--- config.mk ---
export PLATFORM = sky130hd
export DESIGN_NAME = uart_tx_arbiter
export DESIGN_NICKNAME = d
export VERILOG_FILES = /design/src/rtl/uart_arb_pkg.sv /design/src/rtl/uart_rr_pick.sv /design/src/rtl/uart_tx_arbiter.sv
export SDC_FILE = /design/constraint.sdc
export NUM_CORES = 1
export LEC_CHECK = 0
export CAP_MARGIN = 30
export CORE_ASPECT_RATIO = 0.75
export CORE_UTILIZATION = 37
export DETAILED_ROUTE_END_ITERATION = 8
export HOLD_SLACK_MARGIN = 0.02
export PLACE_DENSITY = 0.83
export SKIP_LAST_GASP = 1
export SLEW_MARGIN = 25
export SYNTH_ARGS = -nofsm -noshare
export SYNTH_HDL_FRONTEND = slang
export SYNTH_SLANG_ARGS = --single-unit
--- constraint.sdc ---
create_clock -name Clock -period 2.45 [get_ports Clock]
set_clock_uncertainty 0.1 [all_clocks]
set_input_delay 0.49 -clock Clock [delete_from_list [all_inputs] [get_ports Clock]]
set_output_delay 0.49 -clock Clock [all_outputs]
set_load 0.1 [all_outputs]
--- src/rtl/uart_arb_pkg.sv ---
// Shared definitions for the UART transmit arbiter: FSM state encoding,
// requester limit and the default watchdog length.
package uart_arb_pkg;

    typedef enum logic [1:0] {
        ST_IDLE = 2'd0,
        ST_SEND = 2'd1,
        ST_WAIT = 2'd2
    } arb_state_t;

    localparam int UART_ARB_MAX_REQ     = 8;
    localparam int UART_ARB_DEF_TIMEOUT = 65536;

endpackage

--- src/rtl/uart_rr_pick.sv ---
// Combinational round-robin picker: returns the first requesting index found
// searching upward from last+1 and wrapping modulo N_REQ.
module uart_rr_pick
    import uart_arb_pkg::*;
#(
    parameter int N_REQ = 4
) (
    input  logic [N_REQ-1:0]         req,
    input  logic [$clog2(N_REQ)-1:0] last,
    output logic [$clog2(N_REQ)-1:0] winner,
    output logic                     any
);

    localparam int IDW = $clog2(N_REQ);

    logic [IDW-1:0] cand;

    // Walk the candidates from farthest to nearest so the nearest set bit wins.
    always_comb begin
        any    = |req;
        winner = '0;
        cand   = '0;
        for (int k = N_REQ; k >= 1; k--) begin
            cand = IDW'((int'(last) + k) % N_REQ);
            if (req[cand]) begin
                winner = cand;
            end
        end
    end

endmodule

--- src/rtl/uart_tx_arbiter.sv ---
// Round-robin arbiter sharing one UART byte writer among N_REQ requesters.
// Optional watchdog in WAIT enabled by defining UART_ARB_TIMEOUT_EN.
module uart_tx_arbiter
    import uart_arb_pkg::*;
#(
    parameter int N_REQ          = 4,
    parameter int TIMEOUT_CYCLES = UART_ARB_DEF_TIMEOUT
) (
    input  logic                     Clock,
    input  logic                     Reset,
    input  logic [N_REQ-1:0]         req_valid,
    input  logic [8*N_REQ-1:0]       req_data,
    output logic [N_REQ-1:0]         req_ack,
    output logic [N_REQ-1:0]         req_done,
    input  logic                     tx_ready,
    input  logic                     tx_finish,
    output logic                     tx_send,
    output logic [7:0]               tx_data,
    output logic [$clog2(N_REQ)-1:0] grant_id,
    output logic                     busy,
    output logic                     err_timeout
);

    localparam int IDW    = $clog2(N_REQ);
    localparam int DATA_W = 8;

    arb_state_t     state, state_nxt;
    logic [IDW-1:0] last;
    logic [IDW-1:0] winner;
    logic           any;
    logic           grant_now;
    logic           finish_now;
    logic           wd_hit;

    uart_rr_pick #(.N_REQ(N_REQ)) u_pick (
        .req    (req_valid),
        .last   (last),
        .winner (winner),
        .any    (any)
    );

`ifdef UART_ARB_TIMEOUT_EN
    localparam int CNT_W = $clog2(TIMEOUT_CYCLES + 1);

    logic [CNT_W-1:0] wd_cnt;

    assign wd_hit = (state == ST_WAIT) && (wd_cnt == CNT_W'(TIMEOUT_CYCLES - 1));

    // Watchdog counter runs only in WAIT; a finish on the limit cycle wins over the flag.
    always_ff @(posedge Clock) begin
        if (!Reset) begin
            wd_cnt      <= '0;
            err_timeout <= 1'b0;
        end else begin
            if (state == ST_SEND) begin
                wd_cnt <= '0;
            end else if (state == ST_WAIT) begin
                wd_cnt <= wd_cnt + 1'b1;
            end
            if (wd_hit && !tx_finish) begin
                err_timeout <= 1'b1;
            end
        end
    end
`else
    assign wd_hit      = 1'b0;
    assign err_timeout = 1'b0;
`endif

    // Next-state decode: arbitrate in IDLE, one-cycle SEND, WAIT until finish/timeout.
    always_comb begin
        state_nxt  = state;
        grant_now  = 1'b0;
        finish_now = 1'b0;
        case (state)
            ST_IDLE: begin
                if (tx_ready && any) begin
                    grant_now = 1'b1;
                    state_nxt = ST_SEND;
                end
            end
            ST_SEND: begin
                state_nxt = ST_WAIT;
            end
            ST_WAIT: begin
                if (tx_finish || wd_hit) begin
                    finish_now = 1'b1;
                    state_nxt  = ST_IDLE;
                end
            end
            default: begin
                state_nxt = ST_IDLE;
            end
        endcase
    end

    // State register.
    always_ff @(posedge Clock) begin
        if (!Reset) begin
            state <= ST_IDLE;
        end else begin
            state <= state_nxt;
        end
    end

    // Latch owner and byte at the grant edge; report completion and rotate priority at the end.
    always_ff @(posedge Clock) begin
        if (!Reset) begin
            grant_id <= '0;
            tx_data  <= '0;
            last     <= IDW'(N_REQ - 1);
            req_done <= '0;
        end else begin
            req_done <= '0;
            if (grant_now) begin
                grant_id <= winner;
                tx_data  <= req_data[DATA_W*int'(winner) +: DATA_W];
            end
            if (finish_now) begin
                req_done <= N_REQ'(1) << grant_id;
                last     <= grant_id;
            end
        end
    end

    assign tx_send = (state == ST_SEND);
    assign req_ack = tx_send ? (N_REQ'(1) << grant_id) : '0;
    assign busy    = (state != ST_IDLE);

endmodule

### After elaboration in Yosys (flattened, before gate mapping)

Cells that the tools add are included.

| cells by class | value |
|---|---|
| order comparisons | 4 |
| shift-type cells | 2 |
| reduce and logical (&&, ||, !) cells | 6 |
| muxes and demuxes | 20 |
| add/sub/neg operators | 4 |
| equality and inequality tests | 4 |

Operator list:

| kind | number |
|---|---|
| indexed part select 32 x 6 -> 8 bit | 1 |
| < comparator 2 x 3 -> 1 bit (second input constant) | 4 |
| 2-to-1 mux 2 bit | 6 |
| binary-select mux 1 bit (select 2 bit) | 4 |
| 2-to-1 mux 1 bit | 8 |
| case mux 2 bit (3 select lines) | 1 |
| adder 2 x 1 -> 2 bit (second input constant) | 2 |
| adder 2 bit (second input constant) | 2 |
| 2-to-1 mux 4 bit | 1 |
| inequality test 2 bit (second input constant) | 2 |
| AND reduction 2 bit | 2 |
| OR reduction 4 bit | 1 |
| << shifter 1 x 2 -> 4 bit (first input constant) | 1 |
| equality test 2 x 1 -> 1 bit (second input constant) | 1 |
| equality test 2 bit (second input constant) | 1 |
| zero test 2 bit | 1 |
| nonzero test 2 bit | 1 |
| logical AND 1 bit | 1 |

| storage, ports and cells | value |
|---|---|
| input bits | 40 |
| bits in registers | 18 |
| word-level logic and storage cells | 45 |

### Depth between registers and ports, before layout

Gate-level depths: netlist of run 1.

| depth | value |
|---|---|
| depth in word-level cells | 8 |
| depth in mapped cells | 8 |
| gate-level depth less buffers | 6 |

### Modules after synthesis

Synthesis of run 1 repeated with hierarchy kept, for this count alone.

| second synthesis, totals | value |
|---|---|
| cell total of the unflattened synthesis | 91 |
| area, all modules | 949.7 µm² |

By module, submodules not included:

| module | cells an instance | instances | area an instance (µm²) |
|---|---|---|---|
| uart_tx_arbiter | 77 | 1 | 858.3 |
| uart_rr_pick | 14 | 1 | 91.3 |

### Least setup slack after synthesis of run 1

No wires, ideal clock.

| timing path | value |
|---|---|
| path kind | flip-flop to output port |
| from | reg grant_id[1] |
| to | out req_ack[0] |
| slack | -1050 ps |
| buffers on the path | 0 |
| data arrival time | 2910 ps |
| stages on the path, launching flop included | 2 |
| cells stage by stage | dfxtp_1 -> nor3_1 |

| on the way | value |
|---|---|
| word-level cells in the longest chain between the ends | 2 |

RTL lines:

| what | RTL line | text |
|---|---|---|
| start: declaration | uart_tx_arbiter.sv:19 | `output logic [$clog2(N_REQ)-1:0] grant_id,` |
| start signal: assignment | uart_tx_arbiter.sv:116 | `grant_id <= winner;` |
| << shifter 1 x 2 -> 4 bit | uart_tx_arbiter.sv:127 | `assign req_ack = tx_send ? (N_REQ'(1) << grant_id) : '0;` |
| 2-to-1 mux 4 bit | uart_tx_arbiter.sv:127 |  |
| end: declaration | uart_tx_arbiter.sv:13 | `output logic [N_REQ-1:0] req_ack,` |

Every way passes these cells.

### Worst setup path after layout of run 1

| timing path | value |
|---|---|
| from | in req_valid[3] |
| to | reg tx_data[7] |

| on the way | value |
|---|---|
| word-level cells in the longest chain between the ends | 7 |

RTL lines:

| what | RTL line | text |
|---|---|---|
| start: declaration | uart_tx_arbiter.sv:11 | `input logic [N_REQ-1:0] req_valid,` |
| binary-select mux 1 bit (select 2 bit) | uart_rr_pick.sv:25 | `if (req[cand]) begin` |
| 2-to-1 mux 1 bit (implied by the code) | uart_rr_pick.sv:25 |  |
| 2-to-1 mux 2 bit (4 in series) | uart_rr_pick.sv:25 |  |
| indexed part select 32 x 6 -> 8 bit | uart_tx_arbiter.sv:117 | `tx_data <= req_data[DATA_W*int'(winner) +: DATA_W];` |
| end signal: assignment | uart_tx_arbiter.sv:117 |  |
| end: declaration | uart_tx_arbiter.sv:18 | `output logic [7:0] tx_data,` |

Parallel ways exist; a longest one is shown, timed or not. The select of a mux whose other input is x is not followed.
A chain may end at the register's enable or synchronous reset.

==> results of run 1 <==
-- sequential cells by signal, indices dropped and copies added, names as in the netlist --
name      cells
grant_id      2
last          2
req_done      4
state         2
tx_data       8
-- cells by family (layout without fill, tap and decap cells) --
| group | Yosys count | count (layout) | share of synthesized area |
|---|---|---|---|
| AO/OA/AOI/OAI | 20 | 20 | 0.1625 |
| other | 1 | 1 | 0.003607 |
| AND/OR/NAND/NOR | 43 | 43 | 0.2094 |
| flip-flops | 18 | 18 | 0.3466 |
| buffers and inverters | 11 | 75 | 0.06617 |
| multiplexers | 19 | 19 | 0.2118 |
-- through the flow --
stage	instances	total power [mW]	TNS [ns]	hold WS [ns]	cell area, sq um
5_1_grt	212	0.9921	0	0.4071	1773
3_3_place_gp	208	0.7100	-0.05234	0.3492	1718
3_5_place_dp	208	0.7170	-0.6151	0.3548	1718
4_1_cts	212	0.9604	0	0.3656	1773
6_report	212	0.9494	0	0.3617	1773
2_1_floorplan	112	0.5884	-0.1969	0.3921	1067
-- cells in the mapped netlist (3+ instances only) --
cell type,n,area (sq um)
sky130_fd_sc_hd__a22oi_1,3,22.52
sky130_fd_sc_hd__mux2i_1,7,70.07
sky130_fd_sc_hd__inv_1,4,15.01
sky130_fd_sc_hd__dfxtp_1,18,360.4
sky130_fd_sc_hd__nand2b_1,5,31.28
sky130_fd_sc_hd__nand3_1,6,30.03
sky130_fd_sc_hd__nand2_1,10,37.54
sky130_fd_sc_hd__mux2_2,8,90.09
sky130_fd_sc_hd__buf_6,3,33.78
sky130_fd_sc_hd__nor2_1,13,48.80
sky130_fd_sc_hd__o31ai_1,3,22.52
sky130_fd_sc_hd__a32oi_1,3,26.28
sky130_fd_sc_hd__mux2_4,4,60.06
-- power by group through the flow --
stage / clock [mW] / sequential (mW) / combinational [mW]
2_1_floorplan: 0 / 0.441 / 0.147
3_3_place_gp: 0 / 0.332 / 0.378
3_5_place_dp: 0 / 0.334 / 0.383
4_1_cts: 0.248 / 0.327 / 0.385
5_1_grt: 0.262 / 0.330 / 0.401
6_report: 0.239 / 0.327 / 0.383
-- worst max-delay path: cells and delay by family --
kind / cells / cell delay, ns
compound gates: 3 / 0.73
buf+inv: 1 / 0.56
mux: 1 / 0.37
simple gates: 2 / 0.16
-- routing by layer --
layer | routed length, um | part of all wire
met4 | 25 | 0.0090
met3 | 214 | 0.077
met2 | 1355 | 0.49
met1 | 1179 | 0.43
met5 | 0 | 0
-- worst max-delay path by stage --
stage,startpoint,to,slack (ns),cells after the start
detailed placement,req_valid[3],tx_data[7],-0.10,7
global route,req_valid[3],tx_data[5],0.05,7
global placement,req_valid[3],tx_data[0],-0.02,7
CTS,req_valid[3],tx_data[7],0.15,7
finish,req_valid[3],tx_data[7],0.16,7
floorplan,grant_id[0],req_ack[0],-0.20,1
-- cell type report --
| class | instances | area share |
|---|---|---|
| Multi-Input combinational cell | 83 | 0.3599 |
| Timing Repair Buffer | 66 | 0.3698 |
| Tap cell | 36 | 0.02541 |
| Sequential cell | 18 | 0.2032 |
| Clock buffer | 4 | 0.03105 |
| Inverter | 5 | 0.01059 |
==> results list, run 1 <==
* Comb power frac: 0.404
* Max-capacitance violation count: 0
- Most common cell after layout, fill and taps aside: sky130_fd_sc_hd__clkdlybuf4s50_1
* R2r worst-path depth: 5
- Count of pins over their slew limit: 0
* Final period demand of the worst path: 2.285 ns
- The share of total power dissipated in the clock network is 0.252.
- Yosys mapped a number of flops with a built-in enable equal to 0.
* Cell internal power dissipation: 602.6 uW
* Mapped cell area: 1040 sq um
* Cell variety after synth: 34
* Area of the die: 3028 sq um
- For this run, the register share of the synthesized area comes to 0.3466.
- Among all flip-flop cells after synthesis, the most frequent one is sky130_fd_sc_hd__dfxtp_1.
- From synthesis to final layout, the design area changed by 70.52%.
- In the layout the commonest cells are 39 x sky130_fd_sc_hd__clkdlybuf4s50_1, 22 x sky130_fd_sc_hd__buf_4, 18 x sky130_fd_sc_hd__dfxtp_1.
- The startpoint identified for the worst hold timing path is tx_data[2].
- The tree is rooted in a sky130_fd_sc_hd__clkbuf_8.
- Seq pwr share: 0.345
- From bottom edge to top edge, the die measures 47.91 um.
* Number of buffers between clock root and the deepest sink: 2
- The run finished with clean final reports.
- CTS HTree Levels: 1
- Flops & latches, synth: 18
- Count of synthesis-stage warnings from yosys: 0
- Classification of the worst setup path: input port to flip-flop
- STA classifies the critical path endpoint as a flip-flop.
- Final Worst Setup Slack: 0.1646 ns
- The number of antenna violations at the first check in global routing came to 0.
- Residual antenna-violating net count after detailed routing: 0
* Per-cell via count in the routed design: 5.094
* Sum of net half-perimeters after detailed placement: 2.266 mm
- Maximum clock frequency: 437.6 MHz
- Global routing finished with a remaining overflow of 0.
* Share of the clock period used by the worst path: 0.9328
- First-pass GRT wire length: 4.443 mm
* Via count of the routed design: 1080
- For this configuration, the core starts out at a cell density of 0.3935.
- VDD sags by at most 0.2317 mV.
* Number of instances resized during post-cts repair: 0
- DRC violations left: 0
* Pre-CTS setup slack: -0.1044 ns
- Io pins: 61
- Buffers added to address setup during post-CTS repair amount to 0.
* Fraction of registers with async set or reset after synthesis: 0
- For this block, the routed nets add up to 2.774 mm of wire.
- Floorplan die width: 63.21 um
- Unrepaired setup endpoints after global routing: false
- Met2 Usage GRT: 0.3720
- The tightest min-delay check is of the flip-flop to flip-flop type.
* Finish-stage setup viols: 0
* Source of the worst register-to-register timing path: last[1]
- Post-route core utilization: 0.6709
- After clock tree synthesis, the clock-pin slew on the worst setup and hold paths is 0.07 ns.
- In the global route stage, met3 resource usage came out at 0.05714.
- The count of endpoints failing hold in the final timing report was 0.
- Data arrival time at the worst-slack endpoint: 2.32 ns
- Among the stages of the critical path, the cell type that occurs most often is sky130_fd_sc_hd__nand2_1.
- The number of nets handed over by synthesis was 152.
- The number of clock buffers added by TritonCTS is 3.
- STA classifies the critical path startpoint as an input port.
* Post-synthesis cell count: 112
* Mean instance size in the synthesized netlist: 9.283 sq um
- The analysis attributes to net switching a power of 346.8 uW.
* Met1 demand-to-capacity share in global routing: 0.2172
- For hold timing, the worst endpoint is tx_data[2].
- Cell count of the worst hold path: 2
- TritonCTS built the clock tree.
- Fraction of power spent switching nets: 0.3653
- Routability Congestion: 0.7785
- Total Nets Final: 217
- The critical path goes through clkdlybuf4s50_1 > nand2_1 > a31oi_1 > o211ai_2 > mux2_2 > a22oi_1 > nand2_1.
* Global Route Usage Sum: 0.1954
* Clock latency on the worst-skew pair: 0.25 ns
- Cell with the biggest individual delay on the critical path: sky130_fd_sc_hd__clkdlybuf4s50_1
* Register-to-register setup slack: 0.46 ns
- Headroom to the max-slew limit came out at 0.5789.
- Clock tree synthesis found a total of 18 sinks.
- First drt pass iteration count: 4
- In this run the critical register-to-register path is captured at tx_data[7].
- For this design the ratio of total power to cell area is 535.5 nW/um^2.
* Share of final-layout standard cells stronger than drive strength 1: 0.3239
- Port Buf Inserts: 59
- After filler insertion, the fill cell instance count of the layout stands at 244.
- Of all nets on the critical path, the largest fanout is 11.
* Number of hold-repair buffers added at the cts stage: 0
- The repair_antennas step left the layout with diodes totalling 0.
- Drt first-iter violations: 47
* Placement row count: 16
- In this run the standard cell core region covers 2643 sq um.
- Maximum cell stage delay along the critical path: 0.56 ns
* Maximum number of pins on one net before global-route repair: 12
* Register area: 360.3 sq um
- WP data required: 2.49 ns
- The layer flagged by global routing as most heavily used is met2.
- Final routed wire length divided by cell count: 13.08 um
- The number of global-route vias before repair was 1044.
* Leakage power: 0.7680 nW
- Area used by multi-input combinational logic: 638.1 sq um
- For the pin with the worst max-slew slack, the measured transition is 0.6297 ns.
Power figures use the tool's default switching activity.
==> inputs of run 2 (changes only) <==
--- a/config.mk
+++ b/config.mk
@@ -12,5 +12,4 @@
 export HOLD_SLACK_MARGIN = 0.02
 export PLACE_DENSITY = 0.83
-export SKIP_LAST_GASP = 1
 export SLEW_MARGIN = 25
 export SYNTH_ARGS = -nofsm -noshare
--- a/constraint.sdc
+++ b/constraint.sdc
@@ -3,3 +3,3 @@
 set_input_delay 0.49 -clock Clock [delete_from_list [all_inputs] [get_ports Clock]]
 set_output_delay 0.49 -clock Clock [all_outputs]
-set_load 0.1 [all_outputs]
+set_load 0.05 [all_outputs]
==> run 2 against run 1 <==
  * Non-clock buffer count unchanged
  * Flip-flop and latch count did not move
  * Routed wire length down 1.3%
  * Register-to-register slack improved by 0.09 ns
  * Critical path depth decreased by 4
  * Die area is the same
  * Via count is 4.4% lower
  * Utilization shrank 0.90 points
  * Setup slack worse by 0.063 ns
  * Highest routed layer is now met3
==> results list, run 2 (synthesized netlist as in run 1, its figures left out) <==
- The count of pins over their slew limit was 0.
- Setup violations remaining at the end of the flow were counted as 0.
* Share of the clock period used by the worst path: 0.9585
* Number of hold-repair buffers added at the cts stage: 0
- Design area: 1749 sq um
- Largest register FFs: 8
* Sum of net half-perimeters after detailed placement: 2.157 mm
- Floorplan Core Area: 2643 sq um
* Tightest Pin Transition: 0.5139 ns
- Count of buffer and inverter cells on the critical path: 1
* Number of buffers added by the clock tree synthesis step: 3
- Port Buf Inserts: 59
- Unrepaired setup endpoints after global routing: false
- Fillers: 222
* Placement row count: 16
- Dividing the detail-routed wire length by the instance count gives 12.92 um.
- Register-to-register setup slack: 0.55 ns
* Most common cell after layout, fill and taps aside: sky130_fd_sc_hd__clkdlybuf4s50_1
* Via count of the routed design: 1033
* Share of final-layout standard cells stronger than drive strength 1: 0.1932
- From synthesis to final layout, the design area changed by 68.23%.
* First-pass GRT wire length: 4.229 mm
- Cell count of the worst hold path: 2
- Kind of start point of the critical path: flip-flop
- The number of global-route vias before repair was 966.
- Entering global routing, the biggest net connects 11 pins.
* Tightest slew margin relative to the limit: 0.6563
- Total Nets Final: 217
- Clock latency on the worst-skew pair, taken at its later pin, is 0.25 ns.
- R2r worst-path depth: 7
- Max-capacitance violation count: 0
* Per-cell via count in the routed design: 4.873
- Endpoint kind of the worst setup timing path: output pin
* Source of the worst register-to-register timing path: last[1]
* Maximum fanout encountered on the critical timing path: 6
- Starting density of the core: 0.3935
* Leakage power: 0.7247 nW
- Worst Hold Endpoint: tx_data[3]
- The number of antenna violations at the first check in global routing came to 0.
- The largest single stage delay on the critical path is 0.81 ns.
- Hold path startpoint: tx_data[3]
* Worst path top cell family by delay: buffers and inverters
- Residual antenna-violating net count after detailed routing: 0
* Area of the die: 3028 sq um
* Clock transition at the registers of the reported paths: 0.07 ns
- Area after detailed placement: 1668 sq um
- Dividing total power by cell area gives a power density of 497.6 nW/um^2.
- First drt pass iteration count: 4
- Summed over all layers, the global routing overflow is 0.
- Total design power: 870.3 uW
- CTS built an H-tree with a depth of 1.
* Final TNS setup: 0 ns
- For this block, the routed nets add up to 2.738 mm of wire.
- At the end of routability-driven placement, the weighted congestion stood at 0.8221.
- During I/O placement, the number of pins put on the boundary was 61.
- The worst setup path is of the flip-flop to output pin kind.
- Maximum vdd drop: 0.2116 mV
- Based on the critical path, the design can be clocked at up to 425.9 MHz.
* Height of the die: 47.91 um
- WP data required: 1.86 ns
- Path class of the lowest-slack min-delay path: flip-flop to flip-flop
* Most frequent cells in the layout: 57 x sky130_fd_sc_hd__clkdlybuf4s50_1, 18 x sky130_fd_sc_hd__dfxtp_1, 13 x sky130_fd_sc_hd__nor2_1
- Traced cell by cell, the critical path runs through nand2b_1 > nor2_1 > clkdlybuf4s50_1.
* Final period demand of the worst path: 2.348 ns
* Antenna Diode Count: 0
- In this run the critical register-to-register path is captured at tx_data[5].
- Clock Sink Count: 18
- Largest registers ranked by flip-flop count: tx_data (8), req_done (4)
- Register ranked first by flip-flop count: tx_data
- For this block, the initial DRC count from the detailed router was 108.
- At the worst endpoint, the arrival time is 1.76 ns.
- Global Route Usage Sum: 0.1818
- The count of endpoints failing hold in the final timing report came to 0.
- Floorplan die width: 63.21 um
- Cell with the biggest individual delay on the critical path: sky130_fd_sc_hd__clkdlybuf4s50_1
- Number of buffers between clock root and the deepest sink: 2
* TritonCTS clock tree: built
- The run finished with clean final reports.
- The root buffer cell chosen for the clock tree is sky130_fd_sc_hd__clkbuf_8.
* DRC violations left: 0
* Worst hold margin: 0.3571 ns
-- run 2: report_power, final --
group	internal [mW]	switching [mW]	total, mW
registers	0.312	0.0143	0.326
logic	0.149	0.155	0.304
clock network	0.143	0.0977	0.240
total	0.603	0.267	0.870
-- run 2: layer usage --
metal	up-vias	share of wire	global-route usage
met3	0	0.087	0.04048
met5	-	0	0
met4	0	0	0.04091
li1	526	-	-
met2	49	0.48	0.3419
met1	458	0.44	0.2205
-- run 2: cell type report --
cell class	count	area, sq um	share of cell area
inverter	5	18.77	0.01073
sequential	18	360.3	0.2060
multi-input combinational	83	626.9	0.3584
clock buffer	4	55.05	0.03147
timing repair buffer	66	643.1	0.3677
tap	36	45.04	0.02575
-- run 2: timing repair --
action,in CTS,in global routing
gates resized for setup,0,3
hold endpoints to repair,0,0
endpoints found under the setup margin,0,4
setup buffers,0,1
-- run 2: worst reg2reg max path, cell delays in order (launching register included) --
cell and delay [ns]:
sky130_fd_sc_hd__dfxtp_1 0.46, sky130_fd_sc_hd__nand2_1 0.08, sky130_fd_sc_hd__a31oi_1 0.29, sky130_fd_sc_hd__o211ai_4 0.23, sky130_fd_sc_hd__buf_4 0.22, sky130_fd_sc_hd__and2_4 0.15, sky130_fd_sc_hd__a32oi_1 0.17, sky130_fd_sc_hd__o31ai_1 0.10
-- run 2: through the flow --
step | instances | setup slack [ns] | util
floorplan | 112 | 0.1781 | -
global placement | 207 | -0.05615 | 0.6312
detailed placement | 207 | -0.1737 | 0.6312
CTS | 211 | 0.08250 | 0.6520
global route | 212 | 0.01875 | 0.6619
finish | 212 | 0.1018 | 0.6619
-- run 2: worst max path at each step --
stage,cells past startpoint,start,to,slack (ns)
after floorplan,1,grant_id[0],req_ack[0],0.18
after global placement,7,req_valid[3],tx_data[0],-0.06
after detailed placement,7,req_valid[3],tx_data[0],-0.17
after CTS,7,req_valid[3],tx_data[0],0.08
after global routing,3,state[1],req_ack[1],0.02
final,3,state[1],req_ack[2],0.10
